--- src/rtl/hazard_pkg.sv ---
// hazard_pkg: shared types and helpers for the hazard scoreboard.
//   FWD_RF    - forward select meaning "take operand from register file"
//   LAT_ALU   - ready age of a plain ALU result (available at MEM output)
//   LAT_LOAD  - ready age of a load result (available in WB)
//   SB_AW     - storage width of age/rdy fields; covers WB_AGE up to 15
//   sb_entry_t- per-register scoreboard entry {valid, age, rdy}
//   clamp_lat - force a requested ready age into [LAT_ALU, max_age]
package hazard_pkg;
  localparam int FWD_RF   = 0;
  localparam int LAT_ALU  = 2;
  localparam int LAT_LOAD = 3;
  localparam int SB_AW    = 4;

  typedef struct packed {
    logic             valid;
    logic [SB_AW-1:0] age;
    logic [SB_AW-1:0] rdy;
  } sb_entry_t;

  function automatic logic [SB_AW-1:0] clamp_lat(input logic [SB_AW-1:0] lat,
                                                 input logic [SB_AW-1:0] max_age);
    if (lat < SB_AW'(LAT_ALU)) return SB_AW'(LAT_ALU);
    if (lat > max_age)         return max_age;
    return lat;
  endfunction
endpackage

--- src/rtl/sb_entry.sv ---
// sb_entry: scoreboard slot for one architectural register.
//   clk_i, rst_i - clock, async active-high reset
//   i_age_en     - pipe advancing this edge (not held)
//   i_wr         - a new writer of this register issues this edge
//   i_rdy        - clamped ready age of that writer
//   o_entry      - current {valid, age, rdy}
// A new writer always wins over aging, so the youngest producer is tracked.
module sb_entry
  import hazard_pkg::*;
#(
  parameter int WB_AGE = 3
) (
  input  logic             clk_i,
  input  logic             rst_i,
  input  logic             i_age_en,
  input  logic             i_wr,
  input  logic [SB_AW-1:0] i_rdy,
  output sb_entry_t        o_entry
);
  sb_entry_t r_ent;

  always_ff @(posedge clk_i or posedge rst_i) begin
    if (rst_i) begin
      r_ent <= '0;
    end else if (i_wr) begin
      r_ent <= '{valid: 1'b1, age: SB_AW'(1), rdy: i_rdy};
    end else if (i_age_en && r_ent.valid) begin
      // Producer leaving WB: the register file now holds the value.
      if (r_ent.age == SB_AW'(WB_AGE)) r_ent <= '0;
      else                             r_ent.age <= r_ent.age + SB_AW'(1);
    end
  end

  assign o_entry = r_ent;
endmodule

--- src/rtl/hazard_scoreboard.sv ---
// hazard_scoreboard: RAW hazard detection and forwarding control for the
// in-order pipeline, built on a per-register age/ready-age scoreboard.
//   clk_i, rst_i  - clock, async active-high reset
//   id_valid_i    - ID holds a valid instruction
//   rs_i/rs_use_i - packed source addresses (src0 in LSBs) and use flags
//   rd_i/rd_wen_i - destination and write enable
//   lat_i         - ready age of the result (clamped to [2, WB_AGE])
//   hold_i        - whole back end frozen
//   flush_i       - kill ID instruction (redirect in EX)
//   stall_o       - hold PC/IF-ID, bubble into ID/EX
//   issue_o       - ID instruction moves to EX this edge
//   fwd_sel_ex_o  - per-source forward select for the EX instruction
//   stall_cnt_o   - saturating count of RAW stall cycles
//   lat_err_o     - sticky flag: out-of-range lat_i issued
// WB_AGE must stay below 16 (width of the stored age fields).
module hazard_scoreboard
  import hazard_pkg::*;
#(
  parameter  int NREG   = 32,
  parameter  int RAW    = $clog2(NREG),
  parameter  int NSRC   = 2,
  parameter  int WB_AGE = 3,
  parameter  int CNTW   = 32,
  localparam int LW     = $clog2(WB_AGE + 1),
  localparam int FW     = $clog2(WB_AGE)
) (
  input  logic                clk_i,
  input  logic                rst_i,
  input  logic                id_valid_i,
  input  logic [NSRC*RAW-1:0] rs_i,
  input  logic [NSRC-1:0]     rs_use_i,
  input  logic [RAW-1:0]      rd_i,
  input  logic                rd_wen_i,
  input  logic [LW-1:0]       lat_i,
  input  logic                hold_i,
  input  logic                flush_i,
  output logic                stall_o,
  output logic                issue_o,
  output logic [NSRC*FW-1:0]  fwd_sel_ex_o,
  output logic [CNTW-1:0]     stall_cnt_o,
  output logic                lat_err_o
);
  localparam logic [SB_AW-1:0] WB = SB_AW'(WB_AGE);

  sb_entry_t                 w_sb [NREG];
  logic [NSRC-1:0]           w_hz;
  logic [NSRC-1:0][FW-1:0]   w_sel;
  logic                      w_raw;
  logic                      w_wr;
  logic [SB_AW-1:0]          w_lat;
  logic [SB_AW-1:0]          w_rdy;
  logic                      w_lat_bad;

  logic [NSRC-1:0][FW-1:0]   r_fwd;
  logic [CNTW-1:0]           r_cnt;
  logic                      r_lat_err;

  // x0 is hardwired zero and never has a producer.
  assign w_sb[0] = '0;

  for (genvar g = 1; g < NREG; g++) begin : g_ent
    sb_entry #(.WB_AGE(WB_AGE)) u_ent (
      .clk_i    (clk_i),
      .rst_i    (rst_i),
      .i_age_en (~hold_i),
      .i_wr     (w_wr && (rd_i == RAW'(g))),
      .i_rdy    (w_rdy),
      .o_entry  (w_sb[g])
    );
  end

  // Consumer reaches EX when the producer is one age older than now.
  // Producer at WB_AGE is written this edge (write-first RF), so read RF.
  for (genvar k = 0; k < NSRC; k++) begin : g_src
    logic [RAW-1:0]   w_rs;
    sb_entry_t        w_e;
    logic [SB_AW-1:0] w_next;
    logic             w_trk;

    assign w_rs     = rs_i[k*RAW +: RAW];
    assign w_e      = w_sb[w_rs];
    assign w_next   = w_e.age + SB_AW'(1);
    assign w_trk    = rs_use_i[k] && (w_rs != '0) && w_e.valid && (w_e.age != WB);
    assign w_hz[k]  = w_trk && (w_next < w_e.rdy);
    assign w_sel[k] = (w_trk && !w_hz[k]) ? FW'(w_e.age) : FW'(FWD_RF);
  end

  assign w_raw   = id_valid_i & (|w_hz);
  // flush wins so IF can redirect even while the back end is frozen.
  assign stall_o = ~rst_i & ~flush_i & (hold_i | w_raw);
  assign issue_o = ~rst_i & id_valid_i & ~stall_o & ~flush_i & ~hold_i;

  assign w_wr      = issue_o & rd_wen_i & (rd_i != '0);
  assign w_lat     = SB_AW'(lat_i);
  assign w_rdy     = clamp_lat(w_lat, WB);
  assign w_lat_bad = (w_lat < SB_AW'(LAT_ALU)) | (w_lat > WB);

  always_ff @(posedge clk_i or posedge rst_i) begin
    if (rst_i) begin
      r_fwd     <= '0;
      r_cnt     <= '0;
      r_lat_err <= 1'b0;
    end else begin
      if (!hold_i) begin
        // Bubble into EX carries no forwarding.
        r_fwd <= issue_o ? w_sel : '0;
        if (w_raw && !flush_i && (r_cnt != '1)) r_cnt <= r_cnt + CNTW'(1);
      end
      if (issue_o && rd_wen_i && w_lat_bad) r_lat_err <= 1'b1;
    end
  end

  assign fwd_sel_ex_o = r_fwd;
  assign stall_cnt_o  = r_cnt;
  assign lat_err_o    = r_lat_err;
endmodule

--- config.mk ---
export PLATFORM = sky130hd
export DESIGN_NAME = hazard_scoreboard
export DESIGN_NICKNAME = d
export VERILOG_FILES = /design/src/rtl/hazard_pkg.sv /design/src/rtl/sb_entry.sv /design/src/rtl/hazard_scoreboard.sv
export SDC_FILE = /design/constraint.sdc
export NUM_CORES = 1
export LEC_CHECK = 0
export ABC_AREA = 1
export CAP_MARGIN = 5
export CELL_PAD_IN_SITES_DETAIL_PLACEMENT = 0
export CELL_PAD_IN_SITES_GLOBAL_PLACEMENT = 1
export CORE_MARGIN = 2
export CORE_UTILIZATION = 42
export DETAILED_ROUTE_END_ITERATION = 8
export GPL_TIMING_DRIVEN = 1
export PLACE_DENSITY = 0.86
export SYNTH_ARGS = -nofsm -noshare
export SYNTH_HDL_FRONTEND = slang
export SYNTH_HIERARCHICAL = 1
export SYNTH_SLANG_ARGS = --single-unit
--- constraint.sdc ---
create_clock -name clk_i -period 5.1 [get_ports clk_i]
set_input_delay 1.275 -clock clk_i [delete_from_list [all_inputs] [get_ports clk_i]]
set_output_delay 1.275 -clock clk_i [all_outputs]
set_load 0.02 [all_outputs]
# Word level (Yosys, flattened, before mapping)
# Index checks and enable logic that the tools add are counted.
[totals]
reg_bits = 316
input_bits = 25
wordCells = 567
[op_classes]
n_addsub = 34
n_lt_le_gt_ge = 6
n_eq_ne = 65
mux = 171
n_bitwise = 17
reduce_logical = 177
[ops]
columns = ["cell", "n"]
rows = [
  ["two-way mux 9 bit", 66],
  ["two-way mux 4 bit", 67],
  ["adder 4 x 1 -> 4 bit, second input constant", 33],
  ["equality test 4 x 2 -> 1 bit, second input constant", 31],
  ["nonzero test 2 bit", 62],
  ["binary-select mux 9 bit (select 5 bit)", 2],
  ["equality test 5 bit, second input constant", 16],
  ["logical AND 1 bit", 76],
  ["AND reduction 2 bit", 32],
  ["equality test 5 x 4 -> 1 bit, second input constant", 8],
  ["two-way mux 1 bit", 34],
  ["adder 32 x 1 -> 32 bit, second input constant", 1],
  ["!= test 32 bit, second input constant", 1],
  ["equality test 5 x 3 -> 1 bit, second input constant", 4],
  ["nonzero test 5 bit", 3],
  ["greater-or-equal comparator 6 bit, second input constant", 2],
  ["inverter 5 -> 6 bit", 2],
  ["equality test 5 x 2 -> 1 bit, second input constant", 2],
  ["bitwise AND 1 bit", 9],
  ["less-than comparator 4 bit", 2],
  ["!= test 4 x 2 -> 1 bit, second input constant", 2],
  ["equality test 5 x 1 -> 1 bit, second input constant", 1],
  ["two-way mux 2 bit", 2],
  ["inverter 1 bit", 4],
  ["5 further kinds", 8],
]

# Longest topological paths before layout
[logic_depth]
depth_word = 20
ltp_mapped = 28

# By module
# The synthesis kept the hierarchy.
[by_module_without_submodules]
columns = ["module", "n_inst", "cells_each", "area_per_inst_um2", "seq_area_each_um2"]
rows = [
  ["sb_entry", 31, 52, 430.4, 225.2],
  ["hazard_scoreboard", 1, 1576, 8424.3, 925.9],
]

# Least setup slack after synthesis
# No wires, ideal clock.
[synth_path]
path_kind = "input to output"
start = "input rs_i[0]"
end = "output stall_o"
arrival_ps = 3978
slack_ps = -153
cell_stages = 19
cell_sequence = "buf_4 inv_2 buf_6 buf_2 buf_2 o21ai_0 nand3_1 o21ai_0 o22ai_1 nor2_1 a31oi_1 nand4_1 xor2_1 ha_1 a21oi_1 nand3_2 nand2_4 nand2_4 a21oi_1"
[synth_between]
elab_chain_cells = 11
elab_cells_between_ends = 16
classes_between = "1 x add/sub; 1 x order compare; 1 x eq/ne; 3 x mux; 4 x bitwise; 6 x reduce/logical"
[synth_rtl]
columns = ["element", "line_no", "source"]
rows = [
  ["start: declaration", "hazard_scoreboard.sv:30", "input logic [NSRC*RAW-1:0] rs_i,"],
  ["inverter 5 -> 6 bit (not written as such)", "hazard_scoreboard.sv:81", "assign w_e = w_sb[w_rs];"],
  ["binary-select mux 9 bit (select 5 bit)", "hazard_scoreboard.sv:81", ""],
  ["two-way mux 9 bit (not written as such) (2 in series)", "hazard_scoreboard.sv:81", ""],
  ["adder 4 x 1 -> 4 bit, or another cell as far along", "hazard_scoreboard.sv:82", "assign w_next = w_e.age + SB_AW'(1);"],
  ["less-than comparator 4 bit or logical AND 1 bit (tied branches)", "hazard_scoreboard.sv:84, hazard_scoreboard.sv:83", ""],
  ["logical AND 1 bit (*)", "hazard_scoreboard.sv:84", "assign w_hz[k] = w_trk && (w_next < w_e.rdy);"],
  ["OR reduction 2 bit (*)", "hazard_scoreboard.sv:88", "assign w_raw = id_valid_i & (|w_hz);"],
  ["bitwise AND 1 bit (*)", "hazard_scoreboard.sv:88", ""],
  ["bitwise OR 1 bit (*)", "hazard_scoreboard.sv:90", "assign stall_o = ~rst_i & ~flush_i & (hold_i | w_raw);"],
  ["bitwise AND 1 bit (*)", "hazard_scoreboard.sv:90", ""],
  ["end: declaration", "hazard_scoreboard.sv:37", "output logic stall_o,"],
]
# Every way passes the cells marked *; elsewhere a longest branch is shown, timed or not. The select of a mux whose other input is x is not followed.

# Worst setup path after layout
[layout_path]
start = "input rs_i[5]"
end = "output stall_o"
# Same word-level chain as after synthesis.

==> flow_metrics.py <==
metrics = {
    "outcome": {
        "outcome": "finished, violations left",
        "violations": "setup timing",
    },
    "routing": {
        "vias": 22800,
        "highest_layer": "met4",
        "drt_iter0_drc": 2132,
        "via_per_inst": 5.39,
        "wirelength_um": 80600,
        "drc": 0,
        "wire_per_inst_um": 19.1,
        "wl_met1_um": 33900,
        "drtPass1Iterations": 6,
        "wl_met3_um": 5190,
        "dr_wl_met2_um": 37800,
        "ant_nets": 0,
    },
    "timing": {
        "hold_viol_final": 0,
        "hold_ws_ns": 0.474,
        "finalClockSkew_ns": 0.0328,
        "setup_violations": 1,
        "min_period_ns": 5.11,
        "fin_ws_ns": -0.00629,
        "rsz0062_at_grt": "yes",
        "fin_crit_sh": 1.00,
        "final_max_slew_viol_count": 0,
        "worst_pin_slew_ns": 1.02,
        "slew_headroom": 0.320,
        "setup_tns_ns": -0.00629,
        "clock.fmax_ghz": 0.196,
    },
    "global_routing": {
        "grt_max_degree": 42,
        "grt_pass1_vias": 20900,
        "antenna_found_initial": 0,
        "grt_pass1_wl_um": 121000,
        "overflow": 0,
        "grt_util_all_layers": 0.291,
    },
    "critical_path": {
        "cpMaxStageDelayCell": "ha_1",
        "criticalPathCategory": "input port to output pin",
        "arrival_ns": 3.83,
        "critPathBufInv": 6,
        "end_kind": "output pin",
        "path_delay_family": "simple AND/OR/NAND/NOR gates",
        "worst-endpoint-required_ns": 3.83,
        "slowest_delay_ns": 0.33,
        "crit_start": "rs_i[5]",
        "critPathMaxFanout": 6,
        "startpoint_type": "input port",
        "path_cells": "buf_12 > inv_8 > buf_12 > buf_12 > buf_6 > nand2_1 > nand3_2 > nand3_1 > nand3_1 > nand3_2 > nand2_4 > nand4_1 > xor2_1 > ha_1 > a21oi_2 > nand3_4 > nand2_4 > nand2_4 > a21oi_4 > buf_6",
        "r2r_start": "g_ent[22].u_ent/o_entry[5]$_DFFE_PP0P_",
    },
    "power_and_ir_drop": {
        "vdd_drop_max_v": 0.000287,
        "power-per-cell-area_nw_per_um2": 317,
        "power.total_w": 0.00860,
        "cellLeakagePower_nw": 13.9,
    },
    "cts": {
        "htree_levels": 2,
        "tritoncts": "done",
        "cts_buffers": 37,
        "clk_latency_ns": 0.58,
        "cts_max_path_buffers": 3,
        "cts-root-buf": "clkbuf_16",
        "cts_sinks": 316,
        "cts.reportedPaths.clkPinSlew_ns": 0.05,
    },
    "yosys": {
        "ys_types": 45,
        "syn_area_per_cell_um2": 6.83,
        "synth.top_cell.area_share": 0.363,
        "syn-cell-area_um2": 21800,
        "synth_area_leaders": "dfrtp_1, nand2_1, nand3_1",
        "yosys.area.top_type": "dfrtp_1",
        "synth-seq-area-share": 0.363,
        "synth-seq-cells": 316,
        "yosysWarnings": 6,
        "synth-edff-count": 0,
        "ys_async_sr_fraction": 1.00,
        "synth_ff_type": "dfrtp_1",
        "syn_inst": 3188,
    },
    "die": {
        "fp.dieH_um": 232,
        "die_w_um": 232,
        "dieArea_um2": 53700,
        "coreArea_um2": 51300,
        "initial_core_util": 0.424,
        "ios": 64,
        "fp-row-count": 83,
    },
    "placement": {
        "gp_congestion": 1.03,
        "postPlaceCellArea_um2": 24800,
        "port_buffers": 63,
        "dp.cells": 4115,
        "hpwl_um": 60400,
    },
    "finish": {
        "drive_gt1_frac": 0.175,
        "syn2layout_area_growth_pct": 24.4,
        "nFillCells": 4986,
        "n_antenna_cell": 0,
        "final_cell_area_um2": 27100,
        "stdcell_count": 4220,
        "final_nets": 3580,
    },
    "worst_hold_path": {
        "min-delay-start": "g_ent[14].u_ent/o_entry[0]$_DFFE_PP0P_",
        "hold_path.class": "register to register",
    },
    "job": {
        "maxCapViolCount": 0,
    },
}
==> where the power goes <==
part | internal (W) | switching [W]
combinational | 0.000937 | 0.00140
clock | 0.00157 | 0.00112
sequential | 0.00284 | 0.000725
==> cells in the final DEF (no fill, tap or decap), types with 7 or more instances in the layout <==
cell type,Yosys,routed
o21ai_1,42,64
nand4_1,39,39
nor4_1,8,8
o22ai_1,24,19
ha_1,40,38
nand2_4,64,66
buf_12,0,31
a21oi_1,120,112
nand2_2,68,73
inv_1,278,274
nand2_1,1132,1124
nor2_2,32,35
conb_1,2,93
nor3_2,28,28
xnor2_1,13,12
clkdlybuf4s50_1,0,52
clkbuf_16,0,46
buf_6,14,16
buf_4,16,193
dfrtp_1,316,316
xor2_1,8,8
nor3_1,12,12
nor2_1,160,155
o221ai_1,27,27
o211ai_1,33,33
o21ai_0,178,151
inv_2,40,39
clkbuf_1,47,7
nand3_1,365,344
nand3_2,1,20
nand3b_1,8,8
==> registers in the layout, summed over array words and instances, names as in the netlist <==
signal	cells
stall_cnt_o	32
fwd_sel_ex_o	4
g_ent.u_ent/o_entry	279
lat_err_o	1
==> stage by stage <==
step | util | worst slack [ns]
after floorplan | - | 0.0166
after global placement | 0.483 | -0.879
after detailed placement | 0.483 | -0.902
after CTS | 0.512 | 0.00100
after global routing | 0.528 | -0.138
final | 0.528 | -0.00629
==> Yosys cell counts, types with 12 or more instances <==
cell,n
nand3_1,365
nor2_1,160
o211ai_1,33
o21ai_1,42
nor2_2,32
nand2_1,1132
buf_6,14
a21oi_1,120
nand2_2,68
buf_2,35
o21ai_0,178
ha_1,40
nand4_1,39
buf_4,16
nor3_1,12
o221ai_1,27
dfrtp_1,316
clkbuf_1,47
inv_2,40
inv_1,278
nor3_2,28
nand2_4,64
xnor2_1,13
o22ai_1,24
==> cells by family after synthesis <==
kind of cell / count (synthesis) / share of synthesized area
and+or+nand+nor: 1928 / 0.405
AOI/OAI and AO/OA: 442 / 0.114
buffers and inverters: 439 / 0.0854
DFF: 316 / 0.363
adders and majority gates: 40 / 0.0230
xor gates and xnor gates: 21 / 0.00845
other: 2 / 0.000345
==> routing by layer <==
layer	up-vias	GRT usage
li1	11000	-
met1	10700	0.381
met2	856	0.485
met3	195	0.0413
met4	0	0.118
met5	-	0
==> worst register-to-register path, cell delays in order (launching register included) <==
cell     delay (ns)
dfrtp_1        0.44
inv_1          0.16
a21oi_2        0.17
o21ai_0        0.09
nand3_1        0.09
o21ai_1        0.10
o22ai_2        0.24
nor2_2         0.06
a31oi_2        0.21
nand4_1        0.14
xor2_1         0.19
ha_1           0.31
nand2_1        0.06
inv_1          0.06
nand2_2        0.06
nand3_2        0.07
nand2_4        0.08
nand2_4        0.10
buf_4          0.13
nand4_4        0.13
buf_12         0.23
buf_4          0.16
nor3_2         0.31
inv_2          0.14
nand2_4        0.13
nand3_1        0.07
nand2_1        0.09
nor2_2         0.04
==> area by class of cell <==
| cell class | instances | area (um^2) | area share |
|---|---|---|---|
| multi-input cells | 2524 | 12700 | 0.468 |
| flip-flops and latches | 316 | 7910 | 0.292 |
| repair buffers | 314 | 3190 | 0.118 |
| inverters | 321 | 1250 | 0.0463 |
| clock buffers | 49 | 1020 | 0.0377 |
| well taps | 680 | 851 | 0.0314 |
| clock inverters | 15 | 185 | 0.00684 |
| repair inverters | 1 | 8.76 | 0.000323 |
==> repair_timing <==
action,in CTS,in global routing
endpoints found under the setup margin,2,2
hold endpoints to repair,0,0
hold buffers,0,0
cloned,2,10
gates resized for setup,71,121
buffers inserted,8,21
pin swaps,12,26
==> path summary, 6_finish.rpt <==
check	end	cells after the start	slack [ns]
setup reg to reg	g_ent[9].u_ent/o_entry[6]$_DFFE_PP0P_	27	0.95
max in group asynchronous	stall_cnt_o[17]$_DFFE_PP0P_	4	3.43
setup / recovery	stall_o	20	-0.006
min in group asynchronous	g_ent[31].u_ent/o_entry[3]$_DFFE_PP0P_	3	1.16
hold / removal	g_ent[14].u_ent/o_entry[0]$_DFFE_PP0P_	2	0.47
hold reg to reg	g_ent[14].u_ent/o_entry[0]$_DFFE_PP0P_	2	0.47
No activity file was read; power rests on OpenSTA's default activity.
